===== src/rtl/muldiv_unit.sv =====
// rtl/muldiv_unit.sv - iterative RV32M multiply/divide unit with register file write-back
// Optional FAST_MUL_EN: single-step 64-bit multiply, MUL state skipped.
module muldiv_unit #(
  parameter int DATA_W     = 32,
  parameter int REG_ADDR_W = 5
) (
  input  logic                  sysclk,
  input  logic                  rst,
  input  logic                  in_valid,
  output logic                  in_ready,
  input  logic [2:0]            funct3,
  input  logic [DATA_W-1:0]     rs1_data,
  input  logic [DATA_W-1:0]     rs2_data,
  input  logic [REG_ADDR_W-1:0] rd,
  input  logic                  flush,
  output logic                  busy,
  output logic                  wb_reg_write,
  output logic [REG_ADDR_W-1:0] wb_write_reg,
  output logic [DATA_W-1:0]     wb_write_data
);

  typedef enum logic [1:0] {S_IDLE, S_MUL, S_DIV, S_DONE} state_t;

  localparam logic [DATA_W-1:0] MIN_INT = {1'b1, {(DATA_W-1){1'b0}}};

  state_t                  r_state;
  state_t                  w_state_next;
  logic [5:0]              r_cnt;
  logic [1:0]              r_op;
  logic [REG_ADDR_W-1:0]   r_rd;
  logic [DATA_W-1:0]       r_hi;
  logic [DATA_W-1:0]       r_lo;
  logic [DATA_W-1:0]       r_b;
  logic                    r_neg_q;
  logic                    r_neg_r;
  logic [REG_ADDR_W-1:0]   r_wb_reg;
  logic [DATA_W-1:0]       r_wb_data;

  logic                    w_accept;
  logic                    w_s1;
  logic                    w_s2;
  logic                    w_neg1;
  logic                    w_neg2;
  logic [DATA_W-1:0]       w_mag1;
  logic [DATA_W-1:0]       w_mag2;
  logic                    w_div0;
  logic                    w_ovf;
  logic                    w_special;
  logic [DATA_W-1:0]       w_special_data;
  logic                    w_last_step;

  assign in_ready     = (r_state == S_IDLE);
  assign busy         = (r_state != S_IDLE);
  assign wb_reg_write = (r_state == S_DONE) && (r_rd != '0) && !flush;
  assign wb_write_reg  = r_wb_reg;
  assign wb_write_data = r_wb_data;

  assign w_accept = in_valid && (r_state == S_IDLE) && !flush;

  // Operand signedness: MULHSU signs only rs1, the U variants sign nothing.
  assign w_s1   = funct3[2] ? ~funct3[0] : (funct3[1:0] != 2'b11);
  assign w_s2   = funct3[2] ? ~funct3[0] : ~funct3[1];
  assign w_neg1 = w_s1 & rs1_data[DATA_W-1];
  assign w_neg2 = w_s2 & rs2_data[DATA_W-1];
  assign w_mag1 = w_neg1 ? (~rs1_data + 1'b1) : rs1_data;
  assign w_mag2 = w_neg2 ? (~rs2_data + 1'b1) : rs2_data;

  assign w_div0    = funct3[2] && (rs2_data == '0);
  assign w_ovf     = funct3[2] && !funct3[0] && (rs1_data == MIN_INT) && (rs2_data == '1);
  assign w_special = w_div0 || w_ovf;

  always_comb begin
    w_special_data = '0;
    if (w_div0)
      w_special_data = funct3[1] ? rs1_data : '1;
    else if (w_ovf)
      w_special_data = funct3[1] ? '0 : MIN_INT;
  end

`ifdef FAST_MUL_EN
  logic [2*DATA_W-1:0] w_fa;
  logic [2*DATA_W-1:0] w_fb;
  logic [2*DATA_W-1:0] w_fast_prod;
  logic [DATA_W-1:0]   w_fast_res;
  assign w_fa        = {{DATA_W{w_neg1}}, rs1_data};
  assign w_fb        = {{DATA_W{w_neg2}}, rs2_data};
  assign w_fast_prod = w_fa * w_fb;
  assign w_fast_res  = (funct3[1:0] == 2'b00) ? w_fast_prod[DATA_W-1:0]
                                              : w_fast_prod[2*DATA_W-1:DATA_W];
`endif

  // Shift-add step: r_hi accumulates, r_lo holds the multiplier and fills with product bits.
  logic [DATA_W:0]     w_add;
  logic [DATA_W-1:0]   w_mul_hi;
  logic [DATA_W-1:0]   w_mul_lo;
  assign w_add    = {1'b0, r_hi} + (r_lo[0] ? {1'b0, r_b} : '0);
  assign w_mul_hi = w_add[DATA_W:1];
  assign w_mul_lo = {w_add[0], r_lo[DATA_W-1:1]};

  // Restoring division step: r_hi is the partial remainder, r_lo shifts dividend out and quotient in.
  logic [DATA_W:0]     w_rsh;
  logic [DATA_W:0]     w_rsub;
  logic                w_ge;
  logic [DATA_W-1:0]   w_div_hi;
  logic [DATA_W-1:0]   w_div_lo;
  assign w_rsh    = {r_hi, r_lo[DATA_W-1]};
  assign w_rsub   = w_rsh - {1'b0, r_b};
  assign w_ge     = (w_rsh >= {1'b0, r_b});
  assign w_div_hi = w_ge ? w_rsub[DATA_W-1:0] : w_rsh[DATA_W-1:0];
  assign w_div_lo = {r_lo[DATA_W-2:0], w_ge};

  logic [2*DATA_W-1:0] w_prod;
  logic [2*DATA_W-1:0] w_prod_s;
  logic [DATA_W-1:0]   w_mul_res;
  logic [DATA_W-1:0]   w_quot;
  logic [DATA_W-1:0]   w_rem;
  logic [DATA_W-1:0]   w_div_res;
  assign w_prod    = {w_mul_hi, w_mul_lo};
  assign w_prod_s  = r_neg_q ? (~w_prod + 1'b1) : w_prod;
  assign w_mul_res = (r_op == 2'b00) ? w_prod_s[DATA_W-1:0] : w_prod_s[2*DATA_W-1:DATA_W];
  assign w_quot    = r_neg_q ? (~w_div_lo + 1'b1) : w_div_lo;
  assign w_rem     = r_neg_r ? (~w_div_hi + 1'b1) : w_div_hi;
  assign w_div_res = r_op[1] ? w_rem : w_quot;

  assign w_last_step = (r_cnt == 6'd31);

  always_comb begin
    w_state_next = r_state;
    case (r_state)
      S_IDLE: begin
        if (w_accept) begin
          if (w_special)
            w_state_next = S_DONE;
          else if (funct3[2])
            w_state_next = S_DIV;
          else
`ifdef FAST_MUL_EN
            w_state_next = S_DONE;
`else
            w_state_next = S_MUL;
`endif
        end
      end
      S_MUL, S_DIV: begin
        if (flush)
          w_state_next = S_IDLE;
        else if (w_last_step)
          w_state_next = S_DONE;
      end
      S_DONE:  w_state_next = S_IDLE;
      default: w_state_next = S_IDLE;
    endcase
  end

  always_ff @(posedge sysclk or posedge rst) begin
    if (rst) begin
      r_state <= S_IDLE;
    end else begin
      r_state <= w_state_next;
    end
  end

  always_ff @(posedge sysclk or posedge rst) begin
    if (rst) begin
      r_cnt     <= '0;
      r_op      <= '0;
      r_rd      <= '0;
      r_hi      <= '0;
      r_lo      <= '0;
      r_b       <= '0;
      r_neg_q   <= 1'b0;
      r_neg_r   <= 1'b0;
      r_wb_reg  <= '0;
      r_wb_data <= '0;
    end else if (w_accept) begin
      r_cnt   <= '0;
      r_op    <= funct3[1:0];
      r_rd    <= rd;
      r_hi    <= '0;
      r_lo    <= w_mag1;
      r_b     <= w_mag2;
      r_neg_q <= w_neg1 ^ w_neg2;
      r_neg_r <= w_neg1;
      if (w_special) begin
        r_wb_reg  <= rd;
        r_wb_data <= w_special_data;
      end
`ifdef FAST_MUL_EN
      else if (!funct3[2]) begin
        r_wb_reg  <= rd;
        r_wb_data <= w_fast_res;
      end
`endif
    end else if ((r_state == S_MUL || r_state == S_DIV) && !flush) begin
      r_cnt <= r_cnt + 6'd1;
      if (r_state == S_MUL) begin
        r_hi <= w_mul_hi;
        r_lo <= w_mul_lo;
      end else begin
        r_hi <= w_div_hi;
        r_lo <= w_div_lo;
      end
      if (w_last_step) begin
        r_wb_reg  <= r_rd;
        r_wb_data <= (r_state == S_MUL) ? w_mul_res : w_div_res;
      end
    end
  end

endmodule


===== config.mk =====
export PLATFORM = sky130hd
export DESIGN_NAME = muldiv_unit
export DESIGN_NICKNAME = d
export VERILOG_FILES = /design/src/rtl/muldiv_unit.sv
export SDC_FILE = /design/constraint.sdc
export NUM_CORES = 1
export LEC_CHECK = 0
export BUFFER_PORTS_ARGS = -buffer_cell sky130_fd_sc_hd__clkbuf_2
export CAP_MARGIN = 20
export CORE_ASPECT_RATIO = 1.25
export CORE_MARGIN = 5
export CORE_UTILIZATION = 50
export CTS_CLUSTER_DIAMETER = 60
export DETAILED_ROUTE_END_ITERATION = 7
export MAX_ROUTING_LAYER = met4
export PLACE_DENSITY = 0.73
export SYNTH_ARGS = -nofsm -noshare
export SYNTH_HDL_FRONTEND = slang
export SYNTH_SLANG_ARGS = --single-unit

===== constraint.sdc =====
create_clock -name sysclk -period 14.29 [get_ports sysclk]
set_input_delay 1.429 -clock sysclk [delete_from_list [all_inputs] [get_ports sysclk]]
set_output_delay 1.429 -clock sysclk [all_outputs]
set_load 0.1 [all_outputs]

==> flow_summary.toml, run 1 <==
[sta]
setup_viol = 0
skew_ps = 9.87
period_share_pct = 41.6
worst_slack_ps = 8340
finalSetupTns_ps = 0
drv_slew = 0
timing.final.hold_violations = 0
relSlewSlack_pct = 19.4
worst_pin_slew_ps = 1200
finalCriticalPeriod_ps = 5950
fin_hold_ws_ps = 485
rsz0062_at_grt = "false"
max_freq_mhz = 168

[die]
core-area_sq_um = 33500
die_h_microns = 216
boundaryPins = 116
die_w_microns = 174
start_util_pct = 50.5
fp-row-count = 75
dieArea_sq_um = 37600

[cts]
htreeDepth = 4
clkSlewWorstSetupHoldPaths_ps = 70
cts_inserted_buffers = 17
tritoncts = "yes"
postCtsHoldBufs = 0
ctsLongestPathBuffers = 2
cts.repair.resized = 0
cts-root-buf = "clkbuf_16"
insertion_delay_ps = 460
post-cts-setup-buffer-count = 0
clock_sinks = 150

[synth]
synth-edff-count = 0
ys_warn_count = 0
syn_nets = 2489
synth-seq-cells = 150
syn-cell-area_sq_um = 16900
ys_seq_area_share_pct = 22.2
async_flop_share_pct = 100
avgSynthCellArea_sq_um = 7.24
synth_cell_types = 88
synthFlopType = "dfrtp_1"
syn_inst = 2337

[status]
status = "complete, no violations"

[setup_path]
critical_path_class = "flop to flop"
rrSetupSlack_ps = 8340
crit_buf_inv = 0
crit_arrival_ps = 6280
critPathMaxStageDelay_ps = 660
required_ps = 14620
crit_chain = "ha_1 -> a21oi_1 -> o22ai_1 -> and2_1 -> o311ai_2 -> nand2_2 -> o21ai_0 -> ha_1 -> nand4_1 -> nor4_1 -> nand3_1 -> o21ai_0 -> nand3_1 -> o21ai_0 -> xor2_1 -> a21o_1 -> nand3_1"
crit_path_top_delay_cell = "o21ai_0"
crit_family = "compound AO/OA/AOI/OAI gates"
worst_setup_path_end_kind = "flop"
path_max_fanout = 20
cp-start-kind = "flop"

[hold_path]
hp-class = "flop to flop"

[power_and_ir_drop]
p_per_area_nw_per_um2 = 271
ir_worst_vdd_mv = 0.107
p_leak_nw = 7.71

[final_layout]
syn_to_final_growth_pct = 7.22
drive_gt1_share_pct = 9.88
diodes = 0
utilization_pct = 54.1
design_area_sq_um = 18100
layout.nets = 2477

[job]
drv_cap = 0

[global_routing]
grt_first_pass_wirelength_mm = 102
overflow = 0
grt.total_usage_pct = 35.3
grt_pass1_vias = 17200
grt_max_degree = 83
antenna_found_initial = 0

[detailed_routing]
drt_iter0_drc = 1967
vias_per_cell = 6.56
routed_wl_mm = 66.5
drc = 0
vias = 18100
dr.pass1.iters = 8
routedWlPerCell_microns = 24.1
ant_nets = 0

[place]
gp_congestion = 1.02
dp_slack_ps = 8470
hpwl_mm = 51.2
place_area_sq_um = 17500
io_buffers = 115
## cell families (layout without fill, tap and decap cells)
family                   after synthesis  count (layout)  share of synthesized area, %
AND/OR/NAND/NOR                      855             855                          24.0
AO/OA/AOI/OAI                        742             742                          27.7
buffers and inverters                239             240                          5.53
XOR/XNOR                             206             206                          10.7
flip-flops                           150             150                          22.2
adder cells (fa/ha/maj)               76              76                          5.71
multiplexers                          69              69                          4.15
## routing by layer
metal / up-vias / track usage, % / wire [microns]
li1: 8415 / - / -
met1: 8560 / 45.2 / 26900
met2: 920 / 54.7 / 30600
met3: 205 / 3.45 / 4760
met4: 0 / 20.0 / 4270
met5: - / - / 0
## power by group
group	total, mW	internal [mW]	leakage (nW)	switching [mW]
Clock	0.472	0.250	0.274	0.221
Combinational	3.65	1.23	5.49	2.42
Sequential	0.788	0.563	1.95	0.225
Total	4.91	2.04	7.71	2.87
## synth_stat cells, drive strengths merged (38+ instances only)
cell	n	area share [%]
xnor2	128	6.6
o21ai	237	7.0
xor2	78	4.0
mux2i	60	3.6
a211oi	55	2.5
dfrtp	150	22
nor2	228	5.1
ha	74	5.5
nand2	287	6.4
inv	74	1.6
nand4	38	1.5
clkbuf	136	3.0
nand3	56	1.7
a21oi	182	5.4
nor3	56	1.7
## final cells by class
type	instances	area [sq um]
clock inverters	13	140
clock buffers	19	443
repair buffers	133	711
flip-flops and latches	150	3750
inverters	75	287
well taps	423	529
fillers	3320	15400
multi-input cells	1948	12300
## placed cells by master, fill, tap and decap left out, types with 17 or more instances in the layout
| cell type | n |
|---|---|
| a211oi_1 | 54 |
| a21o_1 | 26 |
| a21oi_1 | 181 |
| a31oi_1 | 29 |
| and2_1 | 23 |
| and3_1 | 20 |
| buf_4 | 18 |
| clkbuf_16 | 17 |
| clkbuf_2 | 115 |
| dfrtp_1 | 149 |
| ha_1 | 73 |
| inv_1 | 72 |
| mux2i_1 | 60 |
| nand2_1 | 286 |
| nand3_1 | 56 |
| nand4_1 | 36 |
| nor2_1 | 224 |
| nor3_1 | 55 |
| nor4_1 | 24 |
| o211ai_1 | 34 |
| o21a_1 | 17 |
| o21ai_0 | 232 |
| o31ai_1 | 30 |
| or2_2 | 23 |
| or3_1 | 28 |
| or4_1 | 17 |
| xnor2_1 | 128 |
| xor2_1 | 78 |
## tightest hold or removal path, stage by stage, from the launching register on
cell and delay, ps:
dfrtp_1 350, nand2_1 50, o21ai_0 60
## worst paths after layout
check                                     to  cells past startpoint  startpoint
setup / recovery           wb_write_data[28]                     17     r_hi[5]
hold / removal                       r_b[15]                      2     r_b[15]
setup reg to reg           wb_write_data[28]                     17     r_hi[5]
hold reg to reg                      r_b[15]                      2     r_b[15]
max in group asynchronous  wb_write_data[22]                      3         rst
min in group asynchronous           r_cnt[3]                      2         rst
## through the flow
step / instances / power [mW]
2_1_floorplan: 2337 / 3.30
3_3_place_gp: 2729 / 4.29
3_5_place_dp: 2729 / 4.29
4_1_cts: 2761 / 4.79
5_1_grt: 2761 / 5.21
6_report: 2761 / 4.91
No activity file was read; power rests on OpenSTA's default activity.
==> inputs of run 2 (changes only) <==
- clock period: 14.29 -> 5.57 ns (I/O delays scaled with it)
==> run 2 against run 1 <==
Compared with the run above:
- flip-flop and latch count is the same
- global-route usage hardly changed
- worst hold slack worse by 380 ps
- die area stayed put
- critical path type unchanged
- critical endpoint is now wb_write_data[29]
==> flow_summary.toml, run 2 (synthesis results as in run 1) <==
[place]
dp.cells = 2774
gp_congestion = 0.962
place_area_sq_um = 17900
io_buffers = 115
hpwl_mm = 51.6
dp_slack_ps = 454

[power_and_ir_drop]
p_per_area_nw_per_um2 = 696
finalPower_mw = 12.9
p_leak_nw = 7.94
ir_worst_vdd_mv = 0.390

[final_layout]
syn_to_final_growth_pct = 9.17
diodes = 0
drive_gt1_share_pct = 11.7
layout.nets = 2524
utilization_pct = 55.1
fill_cells = 3311
layout_commonest_cell = "nand2_1"
fin_cells = 2808
design_area_sq_um = 18500
final_cell_mix = "nand2_1 (286), o21ai_0 (232), nor2_1 (224)"

[cts]
cts-root-buf = "clkbuf_16"
insertion_delay_ps = 460
clkSlewWorstSetupHoldPaths_ps = 70
tritoncts = "yes"
cts.repair.resized = 0
ctsLongestPathBuffers = 2
post-cts-setup-buffer-count = 0
cts_inserted_buffers = 17
postCtsHoldBufs = 0
htreeDepth = 4
clock_sinks = 150

[setup_path]
path_max_fanout = 32
crit_path_top_delay_cell = "a2111oi_0"
r2r-start = "r_hi[5]"
crit_chain = "ha_1 -> a21oi_1 -> o22ai_1 -> and2_1 -> o311ai_2 -> nand2_2 -> buf_4 -> buf_4 -> or4_1 -> o31ai_1 -> nand2_1 -> nor4_1 -> mux2i_1 -> a2111oi_0 -> o21ai_1"
crit_family = "compound AO/OA/AOI/OAI gates"
rrSetupSlack_ps = 250
crit_arrival_ps = 5620
required_ps = 5880
r2r_end = "wb_write_data[29]"
crit_buf_inv = 2
crit_top_cell = "buf_4"
r2r_cells = 15
worst_setup_path_end_kind = "flop"
critPathMaxStageDelay_ps = 840
critical_path_class = "flop to flop"
cp-start-kind = "flop"

[die]
boundaryPins = 116
core-area_sq_um = 33500
die_h_microns = 216
start_util_pct = 50.5
die_w_microns = 174
dieArea_sq_um = 37600
fp-row-count = 75

[detailed_routing]
vias_per_cell = 6.45
met1_length_mm = 27.9
vias = 18100
drt_iter0_drc = 1668
ant_nets = 0
routedWlPerCell_microns = 23.4
routed_wl_mm = 65.8
routed-wl-met2_mm = 30.2
dr.pass1.iters = 6
highest_layer = "met4"
drc = 0
route.met3.wl_mm = 4.11

[global_routing]
grt_max_degree = 103
grt_pass1_vias = 17100
overflow = 0
grt.total_usage_pct = 35.3
grt_first_pass_wirelength_mm = 102
antenna_found_initial = 0

[sta]
finalSetupTns_ps = 0
finalCriticalPeriod_ps = 5320
drv_slew = 0
skew_ps = 14.2
timing.final.hold_violations = 0
period_share_pct = 95.5
rsz0062_at_grt = "false"
worst_slack_ps = 252
fin_hold_ws_ps = 103
worst_pin_slew_ps = 1160
relSlewSlack_pct = 22.3
setup_viol = 0
max_freq_mhz = 188

[status]
status = "complete, no violations"

[hold_path]
hp-class = "primary input to asynchronous set/reset pin"

[job]
drv_cap = 0
-- run 2: cell types whose count changed in the layout (fill, tap and decap cells not counted) --
cell        delta
buf_16         +1
clkbuf_2       +1
inv_8          -2
clkinvlp_4     -2
inv_6          +4
clkinv_4       -1
bufinv_16      -1
clkinv_2       +3
clkbuf_8       -1
buf_4         +45
-- run 2: layout make-up --
cell class	count	area (sq um)	share of cell area, %
Clock buffer	18	429	2.32
Tap cell	423	529	2.87
Multi-Input combinational cell	1948	12300	66.4
Timing Repair Buffer	180	1080	5.86
Inverter	75	287	1.55
Sequential cell	150	3750	20.3
Clock inverter	14	114	0.617
-- run 2: how the worst max path moves through the flow --
stage	startpoint	depth (start not counted)	end
floorplan	r_hi[6]	22	wb_write_data[28]
global placement	r_hi[5]	15	wb_write_data[29]
detailed placement	r_hi[5]	15	wb_write_data[29]
CTS	r_hi[5]	15	wb_write_data[29]
global route	r_hi[5]	15	wb_write_data[29]
finish	r_hi[5]	15	wb_write_data[29]
-- run 2: power by group --
group | leakage (nW) | switching (mW) | internal (mW)
registers | 1.95 | 0.566 | 1.45
logic | 5.73 | 6.27 | 3.42
clock network | 0.266 | 0.571 | 0.583
total | 7.94 | 7.41 | 5.45
-- run 2: routing by layer --
layer  track usage [%]  vias up
li1                  -     8517
met1              45.8     8623
met2              55.3      807
met3              4.01      154
met4              16.6        0
met5                 -        -
